### config.mk
export PLATFORM = sky130hd
export DESIGN_NAME = mul8_shift_add
export DESIGN_NICKNAME = d
export VERILOG_FILES = /design/src/rtl/mul8_shift_add.sv
export SDC_FILE = /design/constraint.sdc
export NUM_CORES = 1
export LEC_CHECK = 0
export CAP_MARGIN = 30
export CORE_MARGIN = 1.5
export CORE_UTILIZATION = 59
export DETAILED_ROUTE_END_ITERATION = 12
export PLACE_DENSITY = 0.89
export SLEW_MARGIN = 10
export SYNTH_ARGS = -nofsm -noshare
export SYNTH_HDL_FRONTEND = slang
export SYNTH_SLANG_ARGS = --single-unit
### constraint.sdc
create_clock -name CLK -period 4.9 [get_ports CLK]
set_input_delay 0.98 -clock CLK [delete_from_list [all_inputs] [get_ports CLK]]
set_output_delay 0.98 -clock CLK [all_outputs]
set_load 0.05 [all_outputs]
### src/rtl/mul8_shift_add.sv
// Sequential unsigned shift-and-add multiplier with a START/BUSY/DONE handshake.
// Optional MUL_EARLY_EXIT_EN ends the run once the remaining multiplier bits are zero.
module mul8_shift_add #(
  parameter int WIDTH = 8
) (
  input  logic               CLK,
  input  logic               RST_N,
  input  logic               START,
  input  logic [WIDTH-1:0]   A,
  input  logic [WIDTH-1:0]   B,
  output logic               BUSY,
  output logic               DONE,
  output logic [2*WIDTH-1:0] P
);

  localparam int PW = 2 * WIDTH;
  localparam int CW = $clog2(WIDTH) + 1;
  localparam logic [CW-1:0] LAST = CW'(WIDTH - 1);

  typedef enum logic [1:0] {
    IDLE,
    RUN,
    FIN
  } state_t;

  state_t         state_q, state_d;
  logic [PW-1:0]  prod_q, prod_d;
  logic [PW-1:0]  mcand_q, mcand_d;
  logic [WIDTH-1:0] mplr_q, mplr_d;
  logic [CW-1:0]  cnt_q, cnt_d;
  logic           busy_q, busy_d;
  logic           done_q, done_d;
  logic [WIDTH-1:0] mplr_sh;
  logic           last_step;

  assign mplr_sh = mplr_q >> 1;

`ifdef MUL_EARLY_EXIT_EN
  // Remaining multiplier bits all zero: further steps add nothing.
  assign last_step = (cnt_q == LAST) || (mplr_sh == '0);
`else
  assign last_step = (cnt_q == LAST);
`endif

  always_comb begin
    state_d = state_q;
    prod_d  = prod_q;
    mcand_d = mcand_q;
    mplr_d  = mplr_q;
    cnt_d   = cnt_q;
    busy_d  = 1'b0;
    done_d  = 1'b0;
    unique case (state_q)
      IDLE: begin
        if (START) begin
          prod_d  = '0;
          mcand_d = {{WIDTH{1'b0}}, A};
          mplr_d  = B;
          cnt_d   = '0;
          state_d = RUN;
          busy_d  = 1'b1;
        end
      end
      RUN: begin
        if (mplr_q[0]) begin
          prod_d = prod_q + mcand_q;
        end
        mcand_d = mcand_q << 1;
        mplr_d  = mplr_sh;
        cnt_d   = cnt_q + 1'b1;
        if (last_step) begin
          state_d = FIN;
          done_d  = 1'b1;
        end else begin
          busy_d = 1'b1;
        end
      end
      FIN: begin
        state_d = IDLE;
      end
      default: begin
        state_d = IDLE;
      end
    endcase
  end

  always_ff @(posedge CLK or negedge RST_N) begin
    if (!RST_N) begin
      state_q <= IDLE;
      prod_q  <= '0;
      mcand_q <= '0;
      mplr_q  <= '0;
      cnt_q   <= '0;
      busy_q  <= 1'b0;
      done_q  <= 1'b0;
    end else begin
      state_q <= state_d;
      prod_q  <= prod_d;
      mcand_q <= mcand_d;
      mplr_q  <= mplr_d;
      cnt_q   <= cnt_d;
      busy_q  <= busy_d;
      done_q  <= done_d;
    end
  end

  assign BUSY = busy_q;
  assign DONE = done_q;
  assign P    = prod_q;

endmodule

== After elaboration in Yosys (flattened, before gate mapping) ==
Index checks and enable logic that the tools add are counted.

* Bits in writable memories: 0
* Flip-flop bits (word level): 48
* Word-level logic and storage cells: 36
* Input port bits: 19
* Memory bits (read-only): 0
* Memories: 0
* Bits in latches: 0
* Output and inout bits: 18

* Divide/modulo/power cells: 0
* Bitwise logic cells: 0
* Shift operators: 0
* Eq/ne operators: 5
* Multiply operators: 0
* Add/sub/neg operators: 2
* Mux-type cells: 17
* Magnitude comparators: 0
* Reductions and logical operators: 5

{| class="wikitable"
|+ Operator list
! kind !! number
|-
| 16-bit one-hot mux with 2 select lines || 2
|-
| 16-bit two-way mux || 3
|-
| 16-bit adder || 1
|-
| 8-bit one-hot mux with 2 select lines || 1
|-
| 8-bit two-way mux || 1
|-
| 4-bit one-hot mux with 2 select lines || 1
|-
| 2-bit inequality test (second input constant) || 3
|-
| 4-bit by 1-bit adder with 4-bit output (second input constant) || 1
|-
| 4-bit by 3-bit == test with 1-bit output (second input constant) || 1
|-
| 1-bit two-way mux || 4
|-
| 2-bit two-way mux || 2
|-
| 4-bit two-way mux || 1
|-
| 2-bit one-hot mux with 2 select lines || 1
|-
| 2-bit AND reduction || 2
|-
| 3-bit AND reduction || 1
|-
| 2-bit by 1-bit == test with 1-bit output (second input constant) || 1
|-
| 2-bit logical NOT || 1
|-
| 1-bit one-hot mux with 2 select lines || 1
|-
| 2-bit nonzero test || 1
|}

== Logic depth before layout (Yosys ltp) ==
Gate-level depths: netlist (run 1).

* Word-level depth: 3
* Mapped depth: 10

== Worst setup path after synthesis (run 1) ==
Ideal clock, no wire load.

* Kind: reg-to-reg
* Start point: register prod_q[0], in the netlist P[0]
* End point: register prod_q[12], in the netlist P[12]
* Stages on the path, launching flop included: 10
* Library setup time: 0.124 ns
* Arrival: 2.189 ns
* Slack: 2.587 ns
* Period minus slack after synthesis: 2.313 ns
* Path through: dfrtp_1 -> ha_1 -> inv_1 -> fa_1 -> nor2b_1 -> nor2_1 -> o21ai_1 -> a21oi_1 -> o21a_1 -> a211o_1

* Word-level cells in the longest chain between the ends: 3

{| class="wikitable"
|+ Ends and longest elaborated chain
! what !! line !! text
|-
| from (decl) || 27 || <nowiki>logic [PW-1:0] prod_q, prod_d;</nowiki>
|-
| from (signal assigned) || 98 || <nowiki>prod_q <= prod_d;</nowiki>
|-
| 16-bit adder || 66 || <nowiki>prod_d = prod_q + mcand_q;</nowiki>
|-
| 16-bit two-way mux || 65 || <nowiki>if (mplr_q[0]) begin</nowiki>
|-
| 16-bit one-hot mux with 2 select lines || 53 || <nowiki>unique case (state_q)</nowiki>
|}

No other way between the ends. The select of a mux whose other input is x is not followed.
A chain may end at the register's enable or synchronous reset.

== Worst setup path after layout (run 1) ==
* Start point: register state_q[0]
* End point: register prod_q[12], in the netlist P[12]

* Word-level cells in the longest chain between the ends: 3
* Elaborated cells between the ends (all ways): 7
* Classes of those cells: eq/ne (3); mux (1); reduce/logical (3)

{| class="wikitable"
|+ Ends and longest elaborated chain
! what !! line !! text
|-
| from (decl) || 26 || <nowiki>state_t state_q, state_d;</nowiki>
|-
| from (signal assigned) || 97 || <nowiki>state_q <= state_d;</nowiki>
|-
| 2-bit by 1-bit == test with 1-bit output or 2-bit logical NOT (tied branches) || 53 ||
|-
| 2-bit inequality test (no source line) or 2-bit nonzero test (tied branches) || n/a ||
|-
| 3-bit AND reduction (no source line) || n/a ||
|}

Several ways; a longest one is shown, not always the timed one.

==> results of run 1 <==
## final cells by class
cell class / count / area, um2
Clock inverter: 2 / 13.8
Inverter: 7 / 26.3
Sequential cell: 48 / 1200
Timing Repair Buffer: 40 / 405
Multi-Input combinational cell: 198 / 1350
Clock buffer: 6 / 82.6
Tap cell: 52 / 65.1
Fill cell: 307 / 1180
## worst max-delay path, cell delays in order, from the launching register on
cell and delay [ns]:
dfrtp_1 0.81, nor2b_1 0.65, nand2_1 0.58, nor4b_1 0.41, a211o_1 0.16, a211o_1 0.09
## metal layers
metal  GRT usage  share of wire  wire length [um]  up-vias
li1            -              -                 -     1045
met1       0.349           0.45              2570     1079
met2       0.402           0.49              2780       74
met3      0.0509          0.048               275        9
met4      0.0876          0.017                97        0
met5           0              0                 0        -
## flip-flops by register name, summed over array words and instances, names as in the netlist
signal,cells
mplr_q,8
state_q,2
mcand_q,16
DONE,1
BUSY,1
P,16
cnt_q,4
## per-stage QoR
stage                     hold WS [ns]   util
after global routing             0.538  0.727
after detailed placement         0.484  0.705
after global placement           0.468  0.697
after floorplan                  0.456      -
after CTS                        0.507  0.727
final                            0.506  0.727
## cells in the mapped netlist (3+ instances only)
library cell | count | share of area
nand3_1 | 6 | 0.011
clkbuf_1 | 12 | 0.017
ha_1 | 16 | 0.076
nor3b_1 | 4 | 0.011
xnor2_1 | 7 | 0.023
a22oi_1 | 14 | 0.040
nor2_1 | 4 | 0.0057
a21oi_2 | 3 | 0.010
a22o_1 | 14 | 0.047
xor2_1 | 3 | 0.010
inv_1 | 6 | 0.0085
a21oi_1 | 11 | 0.021
nand2_1 | 37 | 0.053
o21ai_1 | 34 | 0.065
a21o_1 | 3 | 0.0085
nor3_1 | 3 | 0.0057
dfrtp_1 | 48 | 0.46
nor2b_1 | 5 | 0.012
## worst min path at each step
stage / startpoint / to / slack (ns) / depth (start not counted)
after floorplan: mplr_q[2] / mplr_q[2] / 0.46 / 2
after global routing: mplr_q[4] / mplr_q[4] / 0.54 / 2
final: mplr_q[4] / mplr_q[4] / 0.51 / 2
after global placement: mplr_q[1] / mplr_q[1] / 0.47 / 2
after CTS: mplr_q[4] / mplr_q[4] / 0.51 / 2
after detailed placement: mplr_q[1] / mplr_q[1] / 0.48 / 2
## power groups by stage
stage / combinational (mW) / clock, mW / sequential [mW]
6_report: 1.20 / 0.257 / 0.731
5_1_grt: 1.31 / 0.277 / 0.755
4_1_cts: 1.20 / 0.259 / 0.729
3_5_place_dp: 1.20 / 0 / 0.735
3_3_place_gp: 1.14 / 0 / 0.727
2_1_floorplan: 0.738 / 0 / 0.866
## cell families (layout without fill, tap and decap cells)
| logic type | Yosys count | count (layout) | share of synthesized area |
|---|---|---|---|
| fa+ha+maj | 17 | 17 | 0.0835 |
| xor+xnor | 10 | 10 | 0.0332 |
| simple gates | 74 | 74 | 0.144 |
| mux | 1 | 1 | 0.00427 |
| compound gates | 96 | 96 | 0.246 |
| buf+inv | 21 | 55 | 0.0332 |
| flops | 48 | 48 | 0.456 |
==> impl_results.md, run 1 <==
- Outcome: finished clean
- All-layer global routing usage: 0.253
- WP data arrival: 3.02 ns
- CTS tree: built
- Post-synth ARST share: 1.00
- Top FF cell, synth: dfrtp_1
- Switching Share: 0.474
- Placement Setup Slack: 2.02 ns
- Largest net degree at the start of global routing: 39
- Die X: 69.8 um
- Total number of vias: 2207
- Crit path max fanout: 24
- Netlist cell types: 46
- Root Driver: clkbuf_8
- Syn_nets: 303
- Slew headroom: 0.523
- Ports: 37
- PnR Total Power: 2.19 mW
- Reg-to-Reg Start: state_q[0]
- Max_cap viols: 0
- Non-Filler Instances: 353
- Worst setup endpoint: P[12]
- Combinational fraction of design power: 0.549
- Cell Rows: 24
- Post-synth design cell area: 2640 um2
- Clock Tree Buf Depth: 2
- Diodes inserted: 0
- TNS Setup: 0 ns
- Clock-pin slew on the worst setup and hold paths: 0.09 ns
- Final-report hold violation count: 0
- Placed Area: 3050 um2
- Ys Warns: 0
- Placed Cells: 345
- Max Freq: ~360 MHz
- Final Cycle Share: 0.564
- Post-CTS resize count: 0
- Skew final: roughly 0.0027 ns
- HP Class: reg -> reg
- Commonest non-fill, non-tap cells in the layout: dfrtp_1, nand2_1, clkdlybuf4s50_1, o21ai_1, ha_1
- Synthesized instance count: 267
- Area of the core: 4320 um2
- Part of the Yosys area used for sequential elements: 0.456
- Post-synth EDFFs: 0
- CTS Buf Count: 5
- R2R Path End: P[12]
- R2R depth: 5
- Final setup fails: 0
- Power share of the clock group: 0.117
- H-tree depth: 2
- P_sw: 1.04 mW
- Final cell area excluding filler cells: 3150 um2
- Share of layout cells above drive strength 1: 0.0764
- Initial core utilization: 0.610
- Drt pass-1 iters: 5
- Int Power: 1.15 mW
- Post-DR vias/cell: 6.25
- Iter 0 DRT Violations: 176
- Syn Area/Cell: about 9.9 um2
- CP endpoint kind: flop
- Slew Viols, Final: 0
- Final WS setup: 2.14 ns
- Vias in the first global route: 2091
- NumNets Final: 336
- PwrDens: around 700 nW/um2
- Register-to-Register Setup Slack: about 2.1 ns
- Reg power frac: 0.333
- Setup bufs post-CTS: 0
- Area growth syn-to-layout: 19.3%
- Dpl hpwl: between 4000 and 5000 um
- Crit start category: flop
- Worst VDD drop: 0.357 mV
- First-pass GRT wire length: 9810 um
- Routed len/inst: about 16 um
- Full die area: 4880 um2
- Commonest non-fill, non-tap cell in the layout: dfrtp_1
- Final wirelength: 5730 um
- IO Port Bufs: 36
- Min Clock Period, post-route: approximately 2.8 ns
- GRT overflow: 0
- Detail Route Antenna Nets: 0
- Initial antenna violation count: 0
- RePlAce Congestion: 0.871
- Post-route DRC: 0
- Critical path startpoint: state_q[0]
- Skew-Pair Late Insertion Delay: slightly above 0.3 ns
- Pleak: 1.37 nW
- Seq cells post-synth: 48
- # hold bufs at CTS: 0
- Least-Margin Pin Slew: 0.715 ns
- Crit path kind: reg -> reg
- TritonCTS Sinks: between 40 and 50
- Worst EP required: 5.15 ns
- RSZ-0062 raised after global routing: no
- Die height: 69.8 um
No activity file was read; power rests on OpenSTA's default activity.
==> run 2, diff against run 1 <==
Settings changed: CORE_UTILIZATION 59 to 49, PLACE_DENSITY 0.89 to 0.8.
Clock period 4.9 ns to 2.2 ns, I/O delays scaled along.
==> run 2 against run 1 <==
Effect of this change:
- register-to-register slack lost 2.0 ns
- utilization shrank 9.1 points
- setup slack lost 2.0 ns
- global-route usage shrank 4.2 points
- die area grew 19%
- cell count grew 7.6%
- final area grew 3.9%
- power grew 130%
- non-clock buffer count grew 9
- critical path type unchanged
- via count shrank 1.3%
- highest routed layer unchanged
- fmax grew 32%
- wire length grew 4.1%
==> impl_results.md, run 2 (synthesized netlist as in run 1, its figures left out) <==
- Outcome: finished clean
- Die height: around 76 um
- CTS Buf Count: 5
- Non-Filler Instances: 380
- Diodes inserted: 0
- Detail Route Antenna Nets: 0
- Vias in the first global route: between 2000 and 2500
- All-layer global routing usage: 0.211
- RSZ-0062 raised after global routing: no
- Least-Margin Pin Slew: 0.541 ns
- Root Driver: clkbuf_8
- Combinational fraction of design power: 0.581
- Slew Viols, Final: 0
- Crit start category: flop
- GRT overflow: 0
- Clock Tree Buf Depth: 2
- Clock-pin slew on the worst setup and hold paths: roughly 0.090 ns
- Crit path kind: reg -> reg
- Commonest non-fill, non-tap cells in the layout: dfrtp_1, nand2_1, clkdlybuf4s50_1, o21ai_1
- Max_cap viols: 0
- Initial antenna violation count: 0
- Min Clock Period, post-route: 2.09 ns
- Switching Share: 0.468
- CTS tree: built
- Final Cycle Share: 0.952
- Placed Area: a little over 3000 um2
- Iter 0 DRT Violations: 184
- Initial core utilization: 0.513
- Post-DR vias/cell: 5.73
- Post-route DRC: 0
- Total number of vias: 2179
- First-pass GRT wire length: 9770 um
- Ports: 37
- Final wirelength: 5960 um
- Drt pass-1 iters: 4
- Pleak: around 1.4 nW
- Final WS setup: 0.106 ns
- Worst VDD drop: 0.957 mV
- Power share of the clock group: 0.111
- Crit path max fanout: 4
- Commonest non-fill, non-tap cell in the layout: dfrtp_1
- Int Power: approximately 2.7 mW
- PnR Total Power: 5.09 mW
- Final setup fails: 0
- Full die area: 5830 um2
- WP data arrival: roughly 2.3 ns
- H-tree depth: 2
- P_sw: 2.38 mW
- HP Class: in -> async
- Worst EP required: around 2.4 ns
- RePlAce Congestion: approximately 0.9
- Area of the core: 5140 um2
- Routed len/inst: around 16 um
- Cell Rows: 26
- Share of layout cells above drive strength 1: 0.145
- Placed Cells: between 300 and 400
- IO Port Bufs: 36
- Reg power frac: 0.308
- NumNets Final: 345
- Placement Setup Slack: 0.0449 ns
- Die X: approximately 76 um
- Max Freq: 478 MHz
- TNS Setup: 0 ns
- Largest net degree at the start of global routing: 25
- Slew headroom: 0.639
- Skew final: about 0.0060 ns
- Dpl hpwl: 4330 um
- Skew-Pair Late Insertion Delay: roughly 0.30 ns
- Final cell area excluding filler cells: ~3300 um2
- Final-report hold violation count: 0
- PwrDens: 1560 nW/um2
- Area growth syn-to-layout: 24.0%
- CP endpoint kind: flop
- TritonCTS Sinks: between 40 and 50
run 2: area by class of cell:
class | count | area [um2]
Fill cell | 452 | 1870
Multi-Input combinational cell | 198 | 1400
Sequential cell | 48 | 1210
Timing Repair Buffer | 49 | 453
Tap cell | 70 | 87.6
Clock buffer | 6 | 82.6
Inverter | 7 | 26.3
Clock inverter | 2 | 13.8
run 2: power groups by stage:
stage,combinational [mW],clock [mW],sequential [mW]
detailed placement,2.86,0,1.56
finish,2.95,0.566,1.57
global placement,2.78,0,1.54
CTS,2.87,0.580,1.55
global route,3.21,0.613,1.61
floorplan,1.64,0,1.94
run 2: metrics by stage:
stage	hold slack, ns	utilization
2_1_floorplan	0.144	-
3_3_place_gp	0.456	0.606
3_5_place_dp	0.464	0.606
4_1_cts	0.132	0.626
5_1_grt	0.151	0.636
6_report	0.106	0.636
run 2: critical path, cell delays in order (launching register included):
cell     delay (ns)
dfrtp_2        0.45
ha_4           0.27
a21oi_2        0.19
a21oi_2        0.12
a221o_2        0.42
a21oi_2        0.17
o21ai_1        0.11
xnor2_1        0.17
o21ai_1        0.07
run 2: worst paths after layout:
path,from,endpoint,slack [ns],cells after the start
setup / recovery,P[2],P[13],0.11,8
hold / removal,RST_N,P[10],0.11,1
setup reg to reg,P[2],P[13],0.11,8
hold reg to reg,mplr_q[6],mplr_q[6],0.50,2
max in group asynchronous,RST_N,cnt_q[0],1.47,2
min in group CLK,mplr_q[6],mplr_q[6],0.50,2
run 2: repair_timing:
action,4_1_cts,5_1_grt
hold buffers,0,0
pin swaps,0,2
buffers inserted,0,1
resized for setup,1,8
setup endpoints to repair,2,6
run 2: metal layers:
layer	up-vias	routed length, um	share of wire	GRT usage
li1	1064	-	-	-
met3	14	182	0.031	0.0287
met4	0	152	0.025	0.100
met1	1044	2760	0.46	0.282
met5	-	0	0	0
met2	57	2870	0.48	0.340
==> run 3, diff against run 2 <==
Settings changed: CORE_UTILIZATION 49 to 59, PLACE_DENSITY 0.8 to 0.89.
Clock period 2.2 ns to 2.65 ns, I/O delays scaled along.
==> run 3 against run 2 <==
Effect of this change:
- clock skew is 0.0033 ns higher
- wire length up 0.25%
- cell count down 5.5%
- fmax down 5.5%
- clock power increased by 14%
- largest cell class unchanged
==> impl_results.md, run 3 (synthesized netlist as in run 1, its figures left out) <==
- Power share of the clock group: 0.150
- Max Freq: 451 MHz
- # hold bufs at CTS: 0
- Initial antenna violation count: 0
- Cell Rows: 24
- Grt met3 use: 0.0683
- Min Clock Period, post-route: 2.22 ns
- NumNets Final: approximately 340
- Largest net degree at the start of global routing: 24
- Met1 usage: 0.351
- P_sw: ~2.0 mW
- TritonCTS Sinks: between 40 and 50
- Area of the core: 4320 um2
- Clock-pin slew on the worst setup and hold paths: 0.10 ns
- Outcome: finished clean
- Switching Share: 0.456
- Final cell area excluding filler cells: about 3200 um2
- TNS Setup: 0 ns
- Util after Layout: 0.743
- Iter 0 DRT Violations: ~180
- Gr busiest metal: met2
- Crit start category: flop
- Crit path kind: reg -> reg
- Die X: about 70 um
- Area growth syn-to-layout: 21.8%
- Post-route DRC: 0
- GRT overflow: 0
- WP data arrival: roughly 2.4 ns
- H-tree depth: 2
- Skew final: 0.00923 ns
- Placement Setup Slack: 0.518 ns
- Worst EP required: 2.86 ns
- Post-DR vias/cell: 6.19
- Full die area: about 4900 um2
- Final wirelength: around 6000 um
- Met2 usage: 0.426
- RePlAce Congestion: 0.883
- Max_cap viols: 0
- Pleak: 1.41 nW
- Root Driver: clkbuf_8
- Crit path max fanout: 4
- Reg power frac: 0.297
- Detail Route Antenna Nets: 0
- CTS Buf Count: 5
- Slew Viols, Final: 0
- Ports: 37
- Share of layout cells above drive strength 1: 0.0945
- Combinational fraction of design power: 0.552
- First-pass GRT wire length: 10200 um
- Post-CTS resize count: 0
- IO Port Bufs: 36
- Drt pass-1 iters: 4
- Die height: 69.8 um
- Int Power: roughly 2.3 mW
- Final setup fails: 0
- Routed len/inst: approximately 17 um
- Register-to-Register Setup Slack: 0.43 ns
- Clock Tree Buf Depth: 2
- Placed Area: roughly 3100 um2
- PnR Total Power: between 4 and 5 mW
- RSZ-0062 raised after global routing: no
- Skew-Pair Late Insertion Delay: 0.31 ns
- Initial core utilization: 0.610
- CTS tree: built
- Diodes inserted: 0
- Setup bufs post-CTS: 0
- Dpl hpwl: approximately 4300 um
- Total number of vias: 2223
- Worst VDD drop: 0.624 mV
- PwrDens: around 1300 nW/um2
- Vias in the first global route: approximately 2200
- Final-report hold violation count: 0
- All-layer global routing usage: 0.263
- Final WS setup: around 0.43 ns
- Commonest non-fill, non-tap cell in the layout: dfrtp_1
- Slew headroom: 0.636
- CP endpoint kind: flop
- Commonest non-fill, non-tap cells in the layout: dfrtp_1, nand2_1, clkdlybuf4s50_1, o21ai_1, ha_1
- Final Cycle Share: 0.837
- Least-Margin Pin Slew: 0.544 ns
- HP Class: in -> async
==> run 3: cell count changes in the layout (fill, tap and decap cells not counted), sizes merged <==
cell,delta
clkinv,-1
clkbuf,-1
buf,-3
bufinv,+2
==> run 3: per-layer routing <==
layer  wire length (um)  part of all wire
met1               2530              0.42
met2               3040              0.51
met3                315             0.053
met4                 97             0.016
met5                  0                 0
==> run 3: worst max-delay path, stage by stage (launching register included) <==
cell and delay, ns:
dfrtp_1 0.38, ha_1 0.18, inv_1 0.06, fa_1 0.40, nor2b_1 0.18, nor2_1 0.08
o21ai_1 0.14, a21oi_1 0.16, o21a_1 0.26, a211o_1 0.26
==> run 3: metrics by stage <==
stage	hold slack, ns	instances
after floorplan	0.234	267
after global placement	0.455	351
after detailed placement	0.462	351
after CTS	0.122	359
after global routing	0.127	359
final	0.111	359
==> run 3: worst paths after layout <==
| check | cells past startpoint | to | startpoint |
|---|---|---|---|
| max in group asynchronous | 2 | state_q[0] | RST_N |
| min reg2reg | 2 | mplr_q[3] | mplr_q[3] |
| min in group CLK | 2 | mplr_q[3] | mplr_q[3] |
| max reg2reg | 9 | P[12] | P[0] |
| min | 1 | P[8] | RST_N |
| max | 9 | P[12] | P[0] |
==> run 3: power by group through the flow <==
stage	sequential [mW]	clock [mW]	combinational, mW
2_1_floorplan	1.60	0	1.36
3_3_place_gp	1.27	0	2.26
3_5_place_dp	1.29	0	2.34
4_1_cts	1.28	0.650	2.36
5_1_grt	1.31	0.679	2.57
6_report	1.28	0.645	2.37
==> run 3: area by class of cell <==
class	count	area (um2)
Clock buffer	5	68.8
Clock inverter	3	68.8
Fill cell	315	1110
Inverter	7	26.3
Multi-Input combinational cell	198	1350
Sequential cell	48	1200
Tap cell	52	65.1
Timing Repair Buffer	46	430
